$ cat src/rtl/instr_queue.sv
// Fetch-to-decode instruction queue: circular buffer holding pc, pc+4, instruction
// word and predictor bit per entry; flush and reset discard everything.
module instr_queue #(
    parameter int DEPTH = 4,
    parameter int CNT_W = $clog2(DEPTH) + 1
) (
    input  logic             clk,
    input  logic             rst,
    input  logic             flush,
    input  logic             enq_valid,
    input  logic [31:0]      enq_pc,
    input  logic [31:0]      enq_pc_p4,
    input  logic [31:0]      enq_instr,
    input  logic             enq_taken,
    output logic             enq_ready,
    output logic             deq_valid,
    input  logic             deq_ready,
    output logic [31:0]      deq_pc,
    output logic [31:0]      deq_pc_p4,
    output logic [31:0]      deq_instr,
    output logic             deq_taken,
    output logic [CNT_W-1:0] count
);

    localparam int PTR_W = $clog2(DEPTH);

    typedef logic [31:0] data_t;
    typedef logic [31:0] instr_t;

    localparam instr_t NOP = 32'h0000_0013;

    typedef struct packed {
        data_t  pc;
        data_t  pc_p4;
        instr_t instr;
        logic   taken;
    } entry_t;

    entry_t           mem [DEPTH];
    entry_t           head;
    logic [PTR_W-1:0] rd_ptr;
    logic [PTR_W-1:0] wr_ptr;
    logic [CNT_W-1:0] cnt_q;
    logic             not_empty;
    logic             push;
    logic             pop;

    // Ready looks only at registered occupancy, so a full queue never accepts
    // an entry on the strength of a simultaneous pop.
    assign enq_ready = (cnt_q != CNT_W'(DEPTH));
    assign not_empty = (cnt_q != '0);
    assign deq_valid = not_empty && !flush;
    assign push      = enq_valid && enq_ready && !flush;
    assign pop       = deq_valid && deq_ready;
    assign count     = cnt_q;
    assign head      = mem[rd_ptr];

    always_comb begin
        deq_pc    = '0;
        deq_pc_p4 = '0;
        deq_instr = NOP;
        deq_taken = 1'b0;
        if (deq_valid) begin
            deq_pc    = head.pc;
            deq_pc_p4 = head.pc_p4;
            deq_instr = head.instr;
            deq_taken = head.taken;
        end
    end

    always_ff @(posedge clk or posedge rst) begin
        if (rst) begin
            rd_ptr <= '0;
            wr_ptr <= '0;
            cnt_q  <= '0;
        end else if (flush) begin
            rd_ptr <= '0;
            wr_ptr <= '0;
            cnt_q  <= '0;
        end else begin
            if (push) begin
                wr_ptr <= wr_ptr + PTR_W'(1);
            end
            if (pop) begin
                rd_ptr <= rd_ptr + PTR_W'(1);
            end
            case ({push, pop})
                2'b10:   cnt_q <= cnt_q + CNT_W'(1);
                2'b01:   cnt_q <= cnt_q - CNT_W'(1);
                default: cnt_q <= cnt_q;
            endcase
        end
    end

    always_ff @(posedge clk) begin
        if (push) begin
            mem[wr_ptr] <= {enq_pc, enq_pc_p4, enq_instr, enq_taken};
        end
    end

endmodule
$ cat config.mk
export PLATFORM = sky130hd
export DESIGN_NAME = instr_queue
export DESIGN_NICKNAME = d
export VERILOG_FILES = /design/src/rtl/instr_queue.sv
export SDC_FILE = /design/constraint.sdc
export NUM_CORES = 1
export LEC_CHECK = 0
export ABC_AREA = 1
export CAP_MARGIN = 20
export CORE_ASPECT_RATIO = 2
export CORE_UTILIZATION = 50
export DETAILED_ROUTE_END_ITERATION = 10
export PLACE_DENSITY = 0.73
export SYNTH_ARGS = -nofsm -noshare
export SYNTH_HDL_FRONTEND = slang
export SYNTH_SLANG_ARGS = --single-unit
export TNS_END_PERCENT = 100
$ cat constraint.sdc
create_clock -name clk -period 10.8 [get_ports clk]
set_input_delay 2.16 -clock clk [delete_from_list [all_inputs] [get_ports clk]]
set_output_delay 2.16 -clock clk [all_outputs]
set_load 0.01 [all_outputs]
Word level (Yosys, flattened, before mapping)
Memory sizes are Yosys's and may differ from the RTL's.
Index checks and enable logic that the tools add are counted.
{"block": "word_totals", "reg_bits": 7, "ramBits": 388, "in_bits": 102, "out_inout_bits": 102, "wordCells": 32, "memories": 1}
{"name": "mem", "words": 4, "width": 97, "read_ports": 1, "rd_clocked_by_memory_dff": 0, "wr": 1, "line_no": "39", "source": "entry_t mem [DEPTH];"}
{"block": "op_classes", "add_sub_neg": 4, "eq_ne": 3, "muxes": 12, "reduce_logical": 9}
{"operator": "32-bit two-way mux", "count": 3}
{"operator": "2-bit two-way mux", "count": 4}
{"operator": "3-bit case mux with 2 select lines", "count": 1}
{"operator": "3-bit nonzero test", "count": 2}
{"operator": "2-bit by 1-bit adder with 2-bit output, second input constant", "count": 2}
{"operator": "1-bit logical AND", "count": 4}
{"operator": "2-bit nonzero test", "count": 2}
{"operator": "3-bit by 1-bit adder with 3-bit output, second input constant", "count": 1}
{"operator": "1-bit two-way mux", "count": 3}
{"operator": "3-bit two-way mux", "count": 1}
{"operator": "3-bit inequality test, second input constant", "count": 1}
{"operator": "3-bit by 1-bit subtractor with 3-bit output, second input constant", "count": 1}
{"operator": "2-bit by 1-bit equality test with 1-bit output, second input constant", "count": 1}
{"operator": "2-bit equality test, second input constant", "count": 1}
{"operator": "1-bit logical NOT", "count": 1}

Longest topological paths before layout
{"block": "logic_depth", "word_depth": 6, "depth_mapped": 13}

Worst setup path before layout
No wires, ideal clock.
{"block": "synth_timing", "path_kind": "in2reg", "startpoint": "input enq_valid", "endpoint": "memory mem[0][0] (netlist bit), enable pin", "setup_time_ns": 0.553, "t_arrival_ns": 6.524, "slack_ns": 3.723, "path_stages": 4, "n_path_buf": 0, "path_cell_list": "nand2_1 -> inv_1 -> nand2_1 -> nor2_1"}
{"block": "synth_via", "elab_chain_cells": 4}
{"element": "start: declaration", "line_no": "10", "source": "input logic enq_valid,"}
{"element": "1-bit logical AND (2 in series)", "line_no": "53", "source": "assign push = enq_valid && enq_ready && !flush;"}
{"element": "1-bit two-way mux", "line_no": "96", "source": "if (push) begin"}
{"element": "1-bit two-way mux (implied by the code)", "line_no": "97", "source": "mem[wr_ptr] <= {enq_pc, enq_pc_p4, enq_instr, enq_taken};"}
{"element": "end: declaration", "line_no": "39"}
Every way passes these cells.

Final worst setup path
{"block": "layout_timing", "startpoint": "input flush", "endpoint": "output deq_pc_p4[26]"}
{"block": "layout_via", "elab_chain_cells": 3}
{"element": "start: declaration", "line_no": "9", "source": "input logic flush,"}
{"element": "1-bit logical NOT", "line_no": "52", "source": "assign deq_valid = not_empty && !flush;"}
{"element": "1-bit logical AND", "line_no": "52"}
{"element": "32-bit two-way mux", "line_no": "63", "source": "if (deq_valid) begin"}
{"element": "end: declaration", "line_no": "19", "source": "output logic [31:0] deq_pc_p4,"}
Every way passes these cells.

==> out/qor.tcl <==
set qor(status) {finished clean}
set qor(nFillCells) 2296
set qor(setup.worst_path.end_class) {output port}
set qor(worst_setup_hold_path_clk_slew_ns) 0.06
set qor(grtUsageMet3_pct) 3.759
set qor(p_leak_nw) 6.296
set qor(floorplan.die.height_um) 250.7
set qor(tns_ns) 0
set qor(rr_endpoint) {mem[3][85]$_DFFE_PP_}
set qor(synth.yosys.warnings) 0
set qor(hold_path_depth) 2
set qor(timing.setup.critical_path_class) {primary input to output port}
set qor(cts_made_buffers) 35
set qor(power.net_switching_mw) 1.211
set qor(worst_slew_margin_rel_pct) 28.24
set qor(post_synthesis_instance_area_um2) 15460
set qor(critical_path.max_fanout) 52
set qor(area_growth_pct) 21.47
set qor(post-cts-setup-buffer-count) 0
set qor(hold_end) {count[1]$_DFFE_PP0P_}
set qor(dp_hpwl_mm) 20.19
set qor(finalPower_mw) 4.049
set qor(leading_cell_type_in_the_layout_fill_and_taps_excluded) {sky130_fd_sc_hd__nor2_1}
set qor(irDropWorstVdd_mv) 0.1619
set qor(cts_resized) 0
set qor(routed_wl_mm) 35.37
set qor(initial_core_util_pct) 51.04
set qor(avgRoutedWirePerCell_um) 19.84
set qor(drv.max_cap_violation_count) 0
set qor(drc_errors) 0
set qor(swShare_pct) 29.90
set qor(max_freq_ghz) 0.1503
set qor(ys_ff_latch) 395
set qor(cts_tree) {built}
set qor(holdCritStartpoint) {count[1]$_DFFE_PP0P_}
set qor(grt.met2_usage_pct) 41.47
set qor(worst_slew_pin_slew_ns) 1.076
set qor(top_usage_layer) {met2}
set qor(worst_r2r_path_depth) 8
set qor(cp_data_required_time_ns) 8.64
set qor(grt_pass1_wl_mm) 53.37
set qor(antenna_found_initial) 3
set qor(min_period_ns) 6.655
set qor(startpoint_type) {primary input}
set qor(hold_class) {flip-flop to flip-flop}
set qor(sequential_cell_area_fraction_in_the_yosys_report_pct) 76.50
set qor(post_synth_num_cell_types) 24
set qor(most_frequent_cells_in_the_layout) {389 x sky130_fd_sc_hd__nor2_1, 388 x sky130_fd_sc_hd__edfxtp_1, 203 x sky130_fd_sc_hd__clkdlybuf4s50_1}
set qor(cts_root_buffer) {sky130_fd_sc_hd__clkbuf_16}
set qor(drt_first_iter_violations) 745
set qor(sequentialPowerShare_pct) 45.0
set qor(core_um2) 30290
set qor(die_w_um) 126.3
set qor(groute.layer.met1.usage_pct) 23.87
set qor(setup_violations) 0
set qor(fp.dieArea_um2) 31670
set qor(cell_internal_pwr_mw) 2.838
set qor(final-max-slew-violation-count) 0
set qor(finalWeightedCongestion) 0.7603
set qor(finalCritPeriodShare_pct) 61.62
set qor(vias_per_cell) 5.536
set qor(placementRows) 90
set qor(io_buffers) 203
set qor(detail-route-antenna-nets) 0
set qor(drive_above_1_share_pct) 5.524
set qor(gr-total-overflow) 0
set qor(synthesis.instances) 1207
set qor(timing.reg2reg.setup_slack_ns) 7.33
set qor(power_density_nw_per_um2) 215.6
set qor(dr_vias) 9870
set qor(first_global_vias) 10038
set qor(net_count_after_synthesis) 1314
set qor(worst_skew_pair.late_latency_ns) 0.52
set qor(io-pin-count) 204
set qor(cp.arrival_ns) 4.50
set qor(htree_levels) 2
set qor(finalHoldViolations) 0
set qor(rr_startpoint) {count[0]$_DFFE_PP0P_}
set qor(nNetsFinal) 1494
set qor(clk_network_pwr_share_pct) 29.0
set qor(grt.total_usage_pct) 22.43
set qor(timing.clock.skew_ns) 0.007551
set qor(tritoncts_num_sinks) 395
set qor(cts.hold.buffers_added) 0
set qor(largest_net_degree_at_the_start_of_global_routing) 110
set qor(clockBufferDepth) 3
set qor(rsz0062_at_grt) {no}
set qor(power.share.combinational_pct) 26.0
set qor(drt_first_pass_iters) 4
set qor(avgSynthCellArea_um2) 12.81
[through the flow]
step | setup WS (ns) | hold slack [ns] | cells | cell area, um^2 | utilization [%]
2_1_floorplan | 3.723 | 0.5753 | 1207 | 15460 | -
3_3_place_gp | 4.145 | 0.5725 | 1718 | 17700 | 58.42
3_5_place_dp | 4.108 | 0.5720 | 1718 | 17700 | 58.42
4_1_cts | 4.090 | 0.6038 | 1780 | 18770 | 61.97
5_1_grt | 4.002 | 0.6259 | 1782 | 18780 | 61.99
6_report | 4.145 | 0.5987 | 1783 | 18780 | 62.00
[final cells by class]
cell class / instances / area [um^2] / share of cell area (%)
Antenna cell: 3 / 7.507 / 0.03998
Clock buffer: 41 / 940.9 / 5.010
Clock inverter: 21 / 133.9 / 0.7129
Inverter: 16 / 63.81 / 0.3398
Multi-Input combinational cell: 722 / 3202 / 17.05
Sequential cell: 395 / 11830 / 63.02
Tap cell: 368 / 460.4 / 2.452
Timing Repair Buffer: 217 / 2137 / 11.38
[power by group through the flow]
stage / sequential, mW / clock, mW / combinational (mW)
floorplan: 1.84 / 0 / 0.619
global placement: 1.85 / 0 / 1.04
detailed placement: 1.85 / 0 / 1.06
CTS: 1.82 / 1.20 / 1.07
global route: 1.83 / 1.25 / 1.15
finish: 1.82 / 1.18 / 1.05
[worst max-delay path: stages]
cell and delay, ns:
sky130_fd_sc_hd__clkdlybuf4s50_1 0.50, sky130_fd_sc_hd__inv_2 0.10, sky130_fd_sc_hd__nand2_4 0.47, sky130_fd_sc_hd__buf_4 0.58, sky130_fd_sc_hd__a21oi_1 0.12, sky130_fd_sc_hd__clkdlybuf4s50_1 0.52
[logic make-up (layout without fill, tap and decap cells)]
logic type / Yosys count / after routing / synth area share [%]
AOI/OAI and AO/OA: 293 / 293 / 9.574
xor gates and xnor gates: 1 / 1 / 0.05666
adders and majority gates: 5 / 5 / 0.4532
buffers and inverters: 90 / 295 / 3.019
DFF: 395 / 395 / 76.50
other: 0 / 3 / 0
and+or+nand+nor: 423 / 423 / 10.40
[worst max path at each step]
| stage | startpoint | endpoint | slack, ns | depth (start not counted) |
|---|---|---|---|---|
| final | flush | deq_pc_p4[26] | 4.14 | 6 |
| after global routing | flush | deq_pc_p4[26] | 4.00 | 6 |
| after CTS | flush | deq_pc_p4[26] | 4.09 | 6 |
| after detailed placement | flush | deq_pc_p4[26] | 4.11 | 6 |
| after global placement | flush | deq_pc[11] | 4.14 | 6 |
| after floorplan | enq_valid | mem[0][0]$_DFFE_PP_ | 3.72 | 4 |
[synthesized netlist by cell type]
master                     count  share of area [%]
sky130_fd_sc_hd__xnor2_1       1              0.057
sky130_fd_sc_hd__nand3_1       6               0.19
sky130_fd_sc_hd__buf_2        19               0.62
sky130_fd_sc_hd__o31ai_1       1              0.049
sky130_fd_sc_hd__nand2_2       3               0.12
sky130_fd_sc_hd__inv_1        13               0.32
sky130_fd_sc_hd__o311ai_0      3               0.17
sky130_fd_sc_hd__nand2_1      19               0.46
sky130_fd_sc_hd__fa_1          1               0.13
sky130_fd_sc_hd__inv_2         2              0.049
sky130_fd_sc_hd__dfrtp_1       7                1.1
sky130_fd_sc_hd__a21oi_1      94                3.0
sky130_fd_sc_hd__o21ai_0     182                5.9
sky130_fd_sc_hd__clkbuf_1     16               0.39
sky130_fd_sc_hd__nor2_1      393                9.5
sky130_fd_sc_hd__ha_1          4               0.32
sky130_fd_sc_hd__clkbuf_2     10               0.32
sky130_fd_sc_hd__inv_4         1              0.040
sky130_fd_sc_hd__nor2_2        2              0.081
sky130_fd_sc_hd__o21ai_1      13               0.42
sky130_fd_sc_hd__edfxtp_1    388                 75
sky130_fd_sc_hd__buf_1         8               0.19
sky130_fd_sc_hd__buf_4        18               0.87
sky130_fd_sc_hd__buf_6         3               0.22
[sequential cells by signal (all words and copies together), names as in the netlist]
name	cells
mem	388
count	3
rd_ptr	2
wr_ptr	2
[routing by layer]
layer,vias up,share of wire [%]
met3,83,4.7
met1,4845,36
met2,304,55
met5,-,0
met4,0,4.5
li1,4638,-
No activity file was read; power rests on OpenSTA's default activity.
